--- config.mk ---
export PLATFORM = sky130hd
export DESIGN_NAME = sumdiff_block_accum_flat
export DESIGN_NICKNAME = d
export VERILOG_FILES = /design/src/rtl/sumdiff_block_accum_if.sv /design/src/rtl/sumdiff_block_accum.sv /design/src/flat_wrapper.sv
export SDC_FILE = /design/constraint.sdc
export NUM_CORES = 1
export LEC_CHECK = 0
export CAP_MARGIN = 20
export CORE_MARGIN = 8
export CORE_UTILIZATION = 40
export CTS_BUF_LIST = sky130_fd_sc_hd__clkbuf_16
export CTS_CLUSTER_SIZE = 24
export DETAILED_ROUTE_END_ITERATION = 8
export PLACE_DENSITY = 0.67
export SLEW_MARGIN = 20
export SYNTH_ARGS = -nofsm -noshare
export SYNTH_HDL_FRONTEND = slang
export SYNTH_SLANG_ARGS = --single-unit
--- constraint.sdc ---
create_clock -name clk -period 2.1 [get_ports clk]
set_input_delay 0.315 -clock clk [delete_from_list [all_inputs] [get_ports clk]]
set_output_delay 0.315 -clock clk [all_outputs]
set_load 0.005 [all_outputs]
--- src/rtl/sumdiff_block_accum_if.sv ---
// Handshake bundle between the sum/diff producer, the block accumulator and its consumer.
// master = upstream/downstream side, slave = the accumulator itself.
interface sumdiff_block_accum_if #(
   parameter int DATA_W    = 8,
   parameter int ACC_W     = 12,
   parameter int BLOCK_LEN = 4,
   localparam int CNT_W    = $clog2(BLOCK_LEN + 1)
);
   logic                     in_valid;
   logic                     in_ready;
   logic        [DATA_W-1:0] in_sum;
   logic signed [DATA_W-1:0] in_diff;
   logic                     flush;
   logic                     out_valid;
   logic                     out_ready;
   logic        [ACC_W-1:0]  out_sum;
   logic signed [ACC_W-1:0]  out_diff;
   logic        [CNT_W-1:0]  out_count;
   logic                     out_ovf;

   modport master (
      output in_valid, in_sum, in_diff, flush, out_ready,
      input  in_ready, out_valid, out_sum, out_diff, out_count, out_ovf
   );

   modport slave (
      input  in_valid, in_sum, in_diff, flush, out_ready,
      output in_ready, out_valid, out_sum, out_diff, out_count, out_ovf
   );
endinterface

--- src/rtl/sumdiff_block_accum.sv ---
// Accumulates sum/diff samples into blocks of BLOCK_LEN (or fewer on flush) and holds the totals.
// Optional feature macro SUMDIFF_ACCUM_SAT_EN: saturating accumulation with sticky out_ovf.
module sumdiff_block_accum #(
   parameter int DATA_W    = 8,
   parameter int ACC_W     = 12,
   parameter int BLOCK_LEN = 4,
   localparam int CNT_W    = $clog2(BLOCK_LEN + 1)
) (
   input logic                 clk,
   input logic                 rst,
   sumdiff_block_accum_if.slave bus
);

   typedef enum logic {ACCUM, HOLD} state_t;

   localparam logic [CNT_W-1:0] LAST_CNT = CNT_W'(BLOCK_LEN - 1);

   state_t                   state_q, state_d;
   logic        [ACC_W-1:0]  acc_sum_q, acc_sum_d;
   logic signed [ACC_W-1:0]  acc_diff_q, acc_diff_d;
   logic        [CNT_W-1:0]  cnt_q, cnt_d;

   logic                     accept;
   logic                     close_blk;
   logic        [ACC_W-1:0]  sum_ext;
   logic signed [ACC_W-1:0]  diff_ext;
   logic        [ACC_W-1:0]  sum_n;
   logic signed [ACC_W-1:0]  diff_n;

`ifdef SUMDIFF_ACCUM_SAT_EN
   logic ovf_q, ovf_d;
   logic ovf_sum, ovf_diff;

   // Result is {clamped, value}; value pinned to all-ones on unsigned carry-out.
   function automatic logic [ACC_W:0] sat_add_u(input logic [ACC_W-1:0] a,
                                                input logic [ACC_W-1:0] b);
      logic [ACC_W:0] s;
      s = {1'b0, a} + {1'b0, b};
      if (s[ACC_W]) return {1'b1, {ACC_W{1'b1}}};
      return {1'b0, s[ACC_W-1:0]};
   endfunction

   function automatic logic [ACC_W:0] sat_add_s(input logic signed [ACC_W-1:0] a,
                                                input logic signed [ACC_W-1:0] b);
      logic [ACC_W:0] s;
      s = {a[ACC_W-1], a} + {b[ACC_W-1], b};
      if (s[ACC_W] != s[ACC_W-1]) begin
         if (s[ACC_W]) return {2'b11, {(ACC_W-1){1'b0}}};
         return {2'b10, {(ACC_W-1){1'b1}}};
      end
      return {1'b0, s[ACC_W-1:0]};
   endfunction
`else
   function automatic logic [ACC_W-1:0] wrap_add_u(input logic [ACC_W-1:0] a,
                                                   input logic [ACC_W-1:0] b);
      return a + b;
   endfunction

   function automatic logic signed [ACC_W-1:0] wrap_add_s(input logic signed [ACC_W-1:0] a,
                                                          input logic signed [ACC_W-1:0] b);
      return a + b;
   endfunction
`endif

   assign sum_ext  = {{(ACC_W-DATA_W){1'b0}}, bus.in_sum};
   assign diff_ext = {{(ACC_W-DATA_W){bus.in_diff[DATA_W-1]}}, bus.in_diff};
   assign accept   = bus.in_valid && (state_q == ACCUM);
   // A flush closes the block only if it holds something, counting a sample accepted this cycle.
   assign close_blk = (accept && (cnt_q == LAST_CNT)) ||
                      (bus.flush && ((cnt_q != '0) || accept));

   always_comb begin
`ifdef SUMDIFF_ACCUM_SAT_EN
      {ovf_sum,  sum_n}  = sat_add_u(acc_sum_q, sum_ext);
      {ovf_diff, diff_n} = sat_add_s(acc_diff_q, diff_ext);
`else
      sum_n  = wrap_add_u(acc_sum_q, sum_ext);
      diff_n = wrap_add_s(acc_diff_q, diff_ext);
`endif
   end

   always_comb begin
      state_d    = state_q;
      acc_sum_d  = acc_sum_q;
      acc_diff_d = acc_diff_q;
      cnt_d      = cnt_q;
`ifdef SUMDIFF_ACCUM_SAT_EN
      ovf_d      = ovf_q;
`endif
      case (state_q)
         ACCUM: begin
            if (accept) begin
               acc_sum_d  = sum_n;
               acc_diff_d = diff_n;
               cnt_d      = cnt_q + CNT_W'(1);
`ifdef SUMDIFF_ACCUM_SAT_EN
               ovf_d      = ovf_q | ovf_sum | ovf_diff;
`endif
            end
            if (close_blk) state_d = HOLD;
         end
         HOLD: begin
            if (bus.out_ready) begin
               state_d    = ACCUM;
               acc_sum_d  = '0;
               acc_diff_d = '0;
               cnt_d      = '0;
`ifdef SUMDIFF_ACCUM_SAT_EN
               ovf_d      = 1'b0;
`endif
            end
         end
         default: state_d = ACCUM;
      endcase
   end

   always_ff @(posedge clk) begin
      if (rst) begin
         state_q    <= ACCUM;
         acc_sum_q  <= '0;
         acc_diff_q <= '0;
         cnt_q      <= '0;
`ifdef SUMDIFF_ACCUM_SAT_EN
         ovf_q      <= 1'b0;
`endif
      end else begin
         state_q    <= state_d;
         acc_sum_q  <= acc_sum_d;
         acc_diff_q <= acc_diff_d;
         cnt_q      <= cnt_d;
`ifdef SUMDIFF_ACCUM_SAT_EN
         ovf_q      <= ovf_d;
`endif
      end
   end

   assign bus.in_ready  = (state_q == ACCUM);
   assign bus.out_valid = (state_q == HOLD);
   assign bus.out_sum   = acc_sum_q;
   assign bus.out_diff  = acc_diff_q;
   assign bus.out_count = cnt_q;
`ifdef SUMDIFF_ACCUM_SAT_EN
   assign bus.out_ovf   = ovf_q;
`else
   assign bus.out_ovf   = 1'b0;
`endif

endmodule

--- src/flat_wrapper.sv ---
// flat-port wrapper written by rule: the top's interface ports become plain ports
module sumdiff_block_accum_flat 
#(
   parameter int DATA_W    = 8,
   parameter int ACC_W     = 12,
   parameter int BLOCK_LEN = 4,
   localparam int CNT_W    = $clog2(BLOCK_LEN + 1)
)
  (clk, rst, bus_in_valid, bus_in_sum, bus_in_diff, bus_flush, bus_out_ready, bus_in_ready, bus_out_valid, bus_out_sum, bus_out_diff, bus_out_count, bus_out_ovf);
  sumdiff_block_accum_if #(.DATA_W(DATA_W), .ACC_W(ACC_W), .BLOCK_LEN(BLOCK_LEN)) bus_i ();
  input logic clk;
  input logic rst;
  input wire logic [$bits(bus_i.in_valid)-1:0] bus_in_valid;
  input wire logic [$bits(bus_i.in_sum)-1:0] bus_in_sum;
  input wire logic [$bits(bus_i.in_diff)-1:0] bus_in_diff;
  input wire logic [$bits(bus_i.flush)-1:0] bus_flush;
  input wire logic [$bits(bus_i.out_ready)-1:0] bus_out_ready;
  output wire logic [$bits(bus_i.in_ready)-1:0] bus_in_ready;
  output wire logic [$bits(bus_i.out_valid)-1:0] bus_out_valid;
  output wire logic [$bits(bus_i.out_sum)-1:0] bus_out_sum;
  output wire logic [$bits(bus_i.out_diff)-1:0] bus_out_diff;
  output wire logic [$bits(bus_i.out_count)-1:0] bus_out_count;
  output wire logic [$bits(bus_i.out_ovf)-1:0] bus_out_ovf;
  assign bus_i.in_valid = bus_in_valid;
  assign bus_i.in_sum = bus_in_sum;
  assign bus_i.in_diff = bus_in_diff;
  assign bus_i.flush = bus_flush;
  assign bus_i.out_ready = bus_out_ready;
  assign bus_in_ready = bus_i.in_ready;
  assign bus_out_valid = bus_i.out_valid;
  assign bus_out_sum = bus_i.out_sum;
  assign bus_out_diff = bus_i.out_diff;
  assign bus_out_count = bus_i.out_count;
  assign bus_out_ovf = bus_i.out_ovf;
  sumdiff_block_accum #(.DATA_W(DATA_W), .ACC_W(ACC_W), .BLOCK_LEN(BLOCK_LEN)) u_core (.clk(clk), .rst(rst), .bus(bus_i));
endmodule
==> results of run 1 <==
per-layer routing:
| layer | wire (um) | track usage, % | up-vias |
|---|---|---|---|
| met5 | 0 | 0 | - |
| met4 | 38 | 2.813 | 0 |
| met3 | 265 | 3.962 | 4 |
| met2 | 2172 | 21.37 | 35 |
| met1 | 2577 | 18.28 | 881 |
| li1 | - | - | 988 |
state kept, by name, summed over array words and instances, names as in the netlist:
register,count
u_core.bus.out_diff,12
u_core.bus.out_sum,12
u_core.bus.out_count,3
u_core.bus.out_valid,1
stage by stage:
| stage | hold slack [ps] | total power [mW] | setup slack (ps) | util [%] | setup TNS (ps) |
|---|---|---|---|---|---|
| after floorplan | 470.8 | 1.096 | 163.2 | - | 0 |
| after global placement | 469.7 | 1.392 | -292.6 | 53.45 | -1923 |
| after detailed placement | 477.9 | 1.402 | -338.5 | 53.45 | -2127 |
| after CTS | 487.6 | 1.852 | 22.12 | 55.24 | 0 |
| after global routing | 510.1 | 1.971 | 22.52 | 56.12 | 0 |
| final | 469.3 | 1.849 | 154.6 | 56.12 | 0 |
worst reg2reg max path, delay by kind of cell (launching register included):
family | cells | cell delay [ps]
compound gates | 6 | 950
fa+ha+maj | 2 | 560
flops | 1 | 330
power by group through the flow:
stage	Sequential (mW)	Combinational, mW	Clock [mW]
after CTS	0.652	0.751	0.449
after global routing	0.663	0.840	0.468
after floorplan	0.659	0.437	0
after detailed placement	0.663	0.739	0
after global placement	0.662	0.730	0
final	0.651	0.757	0.440
worst paths after layout:
path | end | slack [ps]
worst max-delay path | u_core.bus.out_sum[8] | 150
worst min-delay path | u_core.bus.out_diff[0] | 470
worst max register to register | u_core.bus.out_sum[8] | 150
worst min register to register | u_core.bus.out_sum[7] | 480
final cells by class:
class	instances	area share (%)
multi-input combinational	192	49.98
timing repair buffer	70	23.23
sequential	28	19.94
tap	70	3.115
clock buffer	3	2.670
inverter	8	1.068
cells by family (layout without fill, tap and decap cells):
kind of cell	after synthesis	in the layout	share of synthesized area, %
AOI/OAI and AO/OA	79	79	27.25
xor gates and xnor gates	10	10	4.315
adders and majority gates	24	24	15.54
buffers and inverters	18	81	4.315
DFF	28	28	27.62
muxes	4	4	1.973
other	1	1	0.1848
and+or+nand+nor	74	74	18.80
cells in the final DEF, fill, tap and decap left out, types with 6 or more instances in the layout:
| master | count |
|---|---|
| dfxtp_1 | 28 |
| clkdlybuf4s50_1 | 47 |
| nor3b_1 | 6 |
| xnor2_1 | 6 |
| o21ai_0 | 11 |
| a21oi_1 | 15 |
| a21oi_2 | 7 |
| nor2_1 | 29 |
| ha_1 | 20 |
| nand2_1 | 16 |
| inv_1 | 8 |
| buf_4 | 21 |
| nand3_1 | 6 |
| a22oi_1 | 12 |
| a21o_1 | 8 |
timing repair:
| action | CTS | global route |
|---|---|---|
| setup buffers | 0 | 4 |
| pin swaps | 1 | 13 |
| resized for setup | 4 | 5 |
| endpoints found under the setup margin | 4 | 6 |
==> impl_metrics.tcl, run 1 <==
set metrics [dict create \
    ys_top_cells_by_count "29 x nor2_1, 28 x dfxtp_1, 22 x ha_1" \
    initial_core_util_pct 40.51 \
    numCtsBuffers 3 \
    ff_latch_area_um2 560.5 \
    path_common_cell "a21oi_2" \
    reg2reg_from "u_core.bus.out_sum[0]" \
    worstPathArrival_ps 2100 \
    peakVddDrop_v 0.0005607 \
    yosysUniqueCellTypes 50 \
    crit_chain "ha_2 > fa_2 > a21o_1 > a21oi_2 > o21bai_2 > a31o_1 > a21oi_2 > o31ai_1" \
    status "finished, final reports clean" \
    fin_area_mm2 0.002811 \
    clock_path_buffers 2 \
    synth-main-ff-cell "dfxtp_1" \
    p_comb_share_pct 41.0 \
    syn_nets 283 \
    hold_viol 0 \
    first_iter_violations 65 \
    num_rows 26 \
    multi_input_area_mm2 0.001405 \
    cts_htree_levels 1 \
    yosys-top-cells-area "dfxtp_1 28%, ha_1 14%, nor2_1 5.4%" \
    worst_r2r_path_depth 8 \
    critPathLaunch "u_core.bus.out_sum[0]" \
    clk_latency_ps 270 \
    io_buffers 49 \
    p_per_area_mw_per_mm2 657.6 \
    synth_top_cell_by_area "dfxtp_1" \
    synth.most_common_cell "nor2_1" \
    first_global_vias 1806 \
    synth-seq-cells 28 \
    wl_per_cell_um 13.62 \
    final_antenna_net_count 0 \
    maxCapViolCount 0 \
    vias 1908 \
    path_class "reg -> reg" \
    rsz0062_at_grt "no" \
    cp.required_ps 2250 \
    cpLargestDelayFamily "compound AO/OA/AOI/OAI gates" \
    placed_cells 364 \
    drive_gt1_share_pct 15.28 \
    slowest_stage "fa_2" \
    synth_area_per_cell_um2 8.527 \
    cp_max_fo 3 \
    first_pass_iters 4 \
    pwr-share-clk_pct 23.8 \
    hold_class "in -> reg" \
    p_sw_uw 597.8 \
    switching_share_pct 32.33 \
    coreArea_mm2 0.005010 \
    fin_crit_sh_pct 92.64 \
    grt_max_degree 22 \
    grt_usage_pct 13.76 \
    cts-root-buf "clkbuf_16" \
    max_stage_delay_ps 360 \
    hpwlAfterDp_um 3847 \
    async_flop_share_pct 0 \
    hold_depth 4 \
    syn_area_mm2 0.002029 \
    worstHoldStart "bus_in_diff[0]" \
    p_leak_nw 1.224 \
    nets 348 \
    diodes 0 \
    grt_pass1_wl_um 8521 \
    postPlaceCellArea_mm2 0.002678 \
    syn_to_final_growth_pct 38.53 \
    fin_cells 371 \
    cts.sinks 28 \
    synth_edf_count 0 \
    die_h_um 87.23 \
    fillCellCount 492 \
    grt-ovfl-total 0 \
    io_pins 51 \
    clock-skew-final_ps 7.514 \
    cts_hold_buf 0 \
    drc_errors 0 \
    finalSetupViolCount 0 \
    gp_congestion 0.8067 \
    clk_pin_slew_ps 70 \
    ys_seq_area_share_pct 27.62 \
    crit_buf_inv 0 \
    die_x_um 87.23 \
    start_kind "flop" \
    dieArea_mm2 0.007609 \
    pwr-share-seq_pct 35.2 \
    synthCells 238 \
    slew_viol_final 0 \
    yosysWarnings 0 \
    fin_crit_ps 1945 \
    max_freq_mhz 514.0 \
    drt_wl_total_um 5053 \
    antenna_found_initial 0 \
    synth.top_cell.area_share_pct 27.62 \
    crit_cells 8 \
    p_int_mw 1.251 \
    cts_tree "built" \
    endpoint_kind "flop" \
    vias_per_cell 5.143 \
]
No activity file was read; power rests on OpenSTA's default activity.
==> run 2, diff against run 1 <==
--- a/config.mk
+++ b/config.mk
@@ -12,6 +12,7 @@
 export CTS_CLUSTER_SIZE = 24
 export DETAILED_ROUTE_END_ITERATION = 8
 export PLACE_DENSITY = 0.67
+export SETUP_SLACK_MARGIN = 0.05
 export SLEW_MARGIN = 20
 export SYNTH_ARGS = -nofsm -noshare
 export SYNTH_HDL_FRONTEND = slang
==> run 2 against run 1 <==
Net effect:
- worst hold slack about the same
- clock-buffer cell count is the same
- core utilization is 0.20 points higher
- design area grew 0.36%
- register-to-register slack worse by 20 ps
- via count decreased by 0.10%
==> impl_metrics.tcl, run 2 (synthesized netlist as in run 1, its figures left out) <==
set metrics [dict create \
    status "finished, final reports clean" \
    first_iter_violations 85 \
    clock_path_buffers 2 \
    path_class "reg -> reg" \
    mostFrequentLayoutCells "47 x clkdlybuf4s50_1, 29 x nor2_1, 26 x dfxtp_1" \
    worst_r2r_path_depth 8 \
    p_per_area_mw_per_mm2 656.8 \
    fin_crit_ps 1961 \
    clk_latency_ps 270 \
    vias_per_cell 5.124 \
    clock-skew-final_ps 7.659 \
    io_buffers 49 \
    syn_to_final_growth_pct 39.03 \
    die_x_um 87.23 \
    wl_per_cell_um 13.56 \
    start_kind "flop" \
    multi_input_area_mm2 0.001405 \
    clk_pin_slew_ps 70 \
    gp_congestion 0.8067 \
    cp_max_fo 3 \
    grt_usage_pct 13.80 \
    antenna_found_initial 0 \
    num_rows 26 \
    layout_commonest_cell "clkdlybuf4s50_1" \
    cts.sinks 28 \
    diodes 0 \
    hold_depth 4 \
    first_pass_iters 4 \
    p_leak_nw 1.229 \
    final_antenna_net_count 0 \
    endpoint_kind "flop" \
    grt_max_degree 22 \
    cts-root-buf "clkbuf_16" \
    peakVddDrop_v 0.0005622 \
    grt-ovfl-total 0 \
    drc_errors 0 \
    use_met3_pct 3.962 \
    numCtsBuffers 3 \
    grt_pass1_wl_um 8542 \
    fin_util_pct 56.32 \
    initial_core_util_pct 40.51 \
    top_usage_layer "met2" \
    coreArea_mm2 0.005010 \
    grt_use_met1_pct 18.34 \
    cts_tree "built" \
    worstPathArrival_ps 2110 \
    place_ws_ps -338.5 \
    hold_viol 0 \
    grt_util_met2_pct 21.44 \
    ff_latch_area_um2 563.0 \
    first_global_vias 1812 \
    cts_hold_buf 0 \
    cts_htree_levels 1 \
    dieArea_mm2 0.007609 \
    whs_ps 468.8 \
    fin_crit_sh_pct 93.39 \
    vias 1906 \
    cp.required_ps 2250 \
    fillCellCount 489 \
    drt_wl_total_um 5043 \
    io_pins 51 \
    rsz0062_at_grt "yes" \
    finalSetupViolCount 0 \
    slew_viol_final 0 \
    hpwlAfterDp_um 3847 \
    drive_gt1_share_pct 16.23 \
    max_freq_mhz 509.9 \
    nets 349 \
    setup_ws_ps 138.8 \
    maxCapViolCount 0 \
    hold_class "in -> reg" \
    die_h_um 87.23 \
]
-- run 2: cell types whose count changed in the layout (fill, tap and decap cells not counted) --
cell / change
dfxtp_2: +2
dfxtp_1: -2
buf_4: +1
-- run 2: critical path, cell delays in order (launching register included) --
cell      delay [ps]
dfxtp_2          330
ha_2             200
fa_2             360
a21o_1           200
a21oi_2          170
o21bai_2         110
a31o_1           220
a21oi_2          180
o31ai_1           90
-- run 2: metal layers --
metal / up-vias / part of all wire [%]
met2: 37 / 43
met4: 0 / 0.75
met5: - / 0
li1: 994 / -
met1: 871 / 51
met3: 4 / 5.2
-- run 2: path summary, 6_finish.rpt --
check / to / start / slack, ps
setup / recovery: u_core.bus.out_sum[8] / u_core.bus.out_sum[0] / 140
hold / removal: u_core.bus.out_diff[0] / bus_in_diff[0] / 470
setup reg to reg: u_core.bus.out_sum[8] / u_core.bus.out_sum[0] / 140
hold reg to reg: u_core.bus.out_sum[7] / u_core.bus.out_sum[7] / 480
-- run 2: layout make-up --
cell class                 count  area share (%)
clock buffer                   3           2.661
multi-input combinational    192           49.80
inverter                       8           1.064
sequential                    28           19.96
tap                           70           3.104
timing repair buffer          71           23.41
-- run 2: through the flow --
stage | std cells | instance area [um2] | TNS, ps | power (mW)
finish | 372 | 2821 | 0 | 1.853
global placement | 364 | 2678 | -1923 | 1.392
CTS | 368 | 2775 | 0 | 1.855
detailed placement | 364 | 2678 | -2127 | 1.402
floorplan | 238 | 2029 | 0 | 1.096
global route | 372 | 2821 | 0 | 1.975
-- run 2: power breakdown --
part | switching, mW | internal, mW | total (mW)
combinational | 0.351 | 0.410 | 0.761
clock | 0.187 | 0.253 | 0.440
sequential | 0.0603 | 0.591 | 0.652
-- run 2: timing repair --
item / 4_1_cts / 5_1_grt
setup buffers: 1 / 4
pin swaps: 3 / 13
resized for setup: 4 / 7
hold endpoints to repair: 0 / 0
endpoints found under the setup margin: 6 / 7
==> run 3, diff against run 2 <==
--- a/config.mk
+++ b/config.mk
@@ -8,10 +8,11 @@
 export CAP_MARGIN = 20
 export CORE_MARGIN = 8
 export CORE_UTILIZATION = 40
-export CTS_BUF_LIST = sky130_fd_sc_hd__clkbuf_16
+export CTS_BUF_LIST = sky130_fd_sc_hd__clkbuf_2 sky130_fd_sc_hd__clkbuf_4 sky130_fd_sc_hd__clkbuf_8
 export CTS_CLUSTER_SIZE = 24
 export DETAILED_ROUTE_END_ITERATION = 8
-export PLACE_DENSITY = 0.67
+export GPL_TIMING_DRIVEN = 0
+export PLACE_DENSITY = 0.7
 export SETUP_SLACK_MARGIN = 0.05
 export SLEW_MARGIN = 20
 export SYNTH_ARGS = -nofsm -noshare
==> constraint.sdc (replaced) <==
create_clock -name clk -period 1.8 [get_ports clk]
set_input_delay 0.27 -clock clk [delete_from_list [all_inputs] [get_ports clk]]
set_output_delay 0.27 -clock clk [all_outputs]
set_load 0.005 [all_outputs]
==> run 3 against run 2 <==
Net effect:
- the run now ends with setup timing left
- highest routed layer unchanged
- first-iteration DRC count rose by 1.2%
- clock power rose by 19%
- critical endpoint unchanged
- core utilization rose by 2.3 points
==> impl_metrics.tcl, run 3 (synthesized netlist as in run 1, its figures left out) <==
set metrics [dict create \
    fin_cells 374 \
    p_comb_share_pct 42.3 \
    vias_per_cell 5.150 \
    p_per_area_mw_per_mm2 759.9 \
    initial_core_util_pct 40.51 \
    grt_max_degree 17 \
    worst_r2r_path_depth 8 \
    clock-skew-final_ps 8.007 \
    dr_wl_met3_um 226 \
    cts_hold_buf 0 \
    gp_congestion 0.8350 \
    m1WireLength_um 2514 \
    p_leak_nw 1.231 \
    syn_to_final_growth_pct 44.76 \
    first_pass_iters 4 \
    io_buffers 49 \
    drc_errors 0 \
    hold_depth 2 \
    slew_viol_final 0 \
    drive_gt1_share_pct 19.41 \
    status "finished with violations" \
    path_class "reg -> reg" \
    worstPathArrival_ps 2130 \
    p_sw_uw 750.9 \
    min_to "u_core.bus.out_sum[7]" \
    fillCellCount 475 \
    die_x_um 87.23 \
    cp_max_fo 3 \
    tightestPinTransition_ps 524.7 \
    rsz0062_at_grt "yes" \
    fin_crit_ps 1962 \
    pwr-share-seq_pct 34.3 \
    hpwlAfterDp_um 3815 \
    maxCapViolCount 0 \
    routed-wl-met2_um 2772 \
    timing.rr.end "u_core.bus.out_sum[8]" \
    final_antenna_net_count 0 \
    numCtsBuffers 3 \
    diodes 0 \
    hold_viol 0 \
    reg2reg_from "u_core.bus.out_sum[0]" \
    peakVddDrop_v 0.0003374 \
    top_layer_used "met4" \
    vias 1926 \
    start_kind "flop" \
    wl_per_cell_um 14.92 \
    fin_crit_sh_pct 109.0 \
    setup-tns-final_ps -512.6 \
    cts.sinks 28 \
    clk_pin_slew_ps 100 \
    cp.required_ps 1970 \
    cts_htree_levels 1 \
    cts-root-buf "clkbuf_8" \
    clk_latency_ps 290 \
    num_rows 26 \
    coreArea_mm2 0.005010 \
    grt_usage_pct 14.07 \
    switching_share_pct 33.64 \
    die_h_um 87.23 \
    violations "setup timing" \
    whs_ps 481.3 \
    first_global_vias 1898 \
    rrSetupSlack_ps -160 \
    max_freq_mhz 509.7 \
    mostFrequentLayoutCells "44 x clkdlybuf4s50_1, 29 x nor2_1, 24 x dfxtp_1" \
    antenna_found_initial 0 \
    io_pins 51 \
    endpoint_kind "flop" \
    placed_cells 357 \
    dieArea_mm2 0.007609 \
    pwr-share-clk_pct 23.5 \
    hold_class "reg -> reg" \
    finalSetupViolCount 5 \
    first_iter_violations 86 \
    grt_pass1_wl_um 8652 \
    setup_ws_ps -162.0 \
    grt-ovfl-total 0 \
    clock_path_buffers 2 \
    nets 350 \
    worstHoldStart "u_core.bus.out_sum[7]" \
    power_mw 2.232 \
    layout_commonest_cell "clkdlybuf4s50_1" \
    max_slew_margin_pct 65.02 \
    cts_tree "built" \
    p_int_mw 1.482 \
    drt_wl_total_um 5580 \
]
## run 3: cell types whose count changed in the layout (fill, tap and decap cells not counted), moves of 3 or more
cell             change
a21oi_1              -3
buf_4                -9
buf_6                +3
clkbuf_1             +4
clkbuf_16            -3
clkbuf_8             +3
clkdlybuf4s50_1      -3
dlygate4sd2_1        +4
ha_1                 -4
ha_4                 +6
o21ai_0              -3
## run 3: metal layers
metal | up-vias | global-route usage [%]
li1 | 993 | -
met1 | 890 | 17.07
met2 | 38 | 24.50
met3 | 5 | 2.264
met4 | 0 | 4.531
met5 | - | 0
## run 3: worst max-delay path by stage
| stage | start | end | slack [ps] |
|---|---|---|---|
| after floorplan | u_core.bus.out_diff[0] | u_core.bus.out_diff[8] | -20 |
| after global placement | bus_in_diff[0] | u_core.bus.out_diff[8] | -550 |
| after detailed placement | bus_in_sum[0] | u_core.bus.out_sum[10] | -550 |
| after CTS | u_core.bus.out_sum[0] | u_core.bus.out_sum[10] | -160 |
| after global routing | u_core.bus.out_sum[0] | u_core.bus.out_sum[10] | -240 |
| final | u_core.bus.out_sum[0] | u_core.bus.out_sum[8] | -160 |
## run 3: power groups by stage
| stage | registers (mW) | logic, mW | clock network (mW) |
|---|---|---|---|
| global placement | 0.773 | 0.802 | 0 |
| CTS | 0.760 | 0.880 | 0.529 |
| finish | 0.765 | 0.944 | 0.524 |
| global route | 0.777 | 1.04 | 0.556 |
| detailed placement | 0.775 | 0.811 | 0 |
| floorplan | 0.771 | 0.516 | 0 |
## run 3: metrics by stage
step | util, % | instance area [um2] | setup WS [ps]
after floorplan | - | 2057 | -16.86
after global placement | 52.60 | 2635 | -547.2
after detailed placement | 52.60 | 2635 | -550.4
after CTS | 56.79 | 2845 | -163.9
after global routing | 58.64 | 2938 | -235.2
final | 58.64 | 2938 | -162.0
## run 3: critical path, cell delays in order, from the launching register on
cell and delay, ps:
dfxtp_4 370, ha_4 160, fa_2 330, a21o_1 180, a21oi_2 180, o21bai_2 120
a31o_1 260, a21oi_2 170, o31ai_1 90
## run 3: cell type report
class,instances,area (um2),share of cell area (%)
buffer,10,57.56,1.959
tap,70,87.58,2.981
sequential,28,570.5,19.42
inverter,8,30.03,1.022
clock inverter,1,30.03,1.022
timing repair buffer,62,589.3,20.06
clock buffer,3,41.29,1.405
multi-input combinational,192,1531,52.13
## run 3: repair_timing
item,4_1_cts,5_1_grt
setup buffers,12,4
pin swaps,19,26
hold endpoints to repair,0,0
gates resized for setup,16,17
endpoints found under the setup margin,13,22
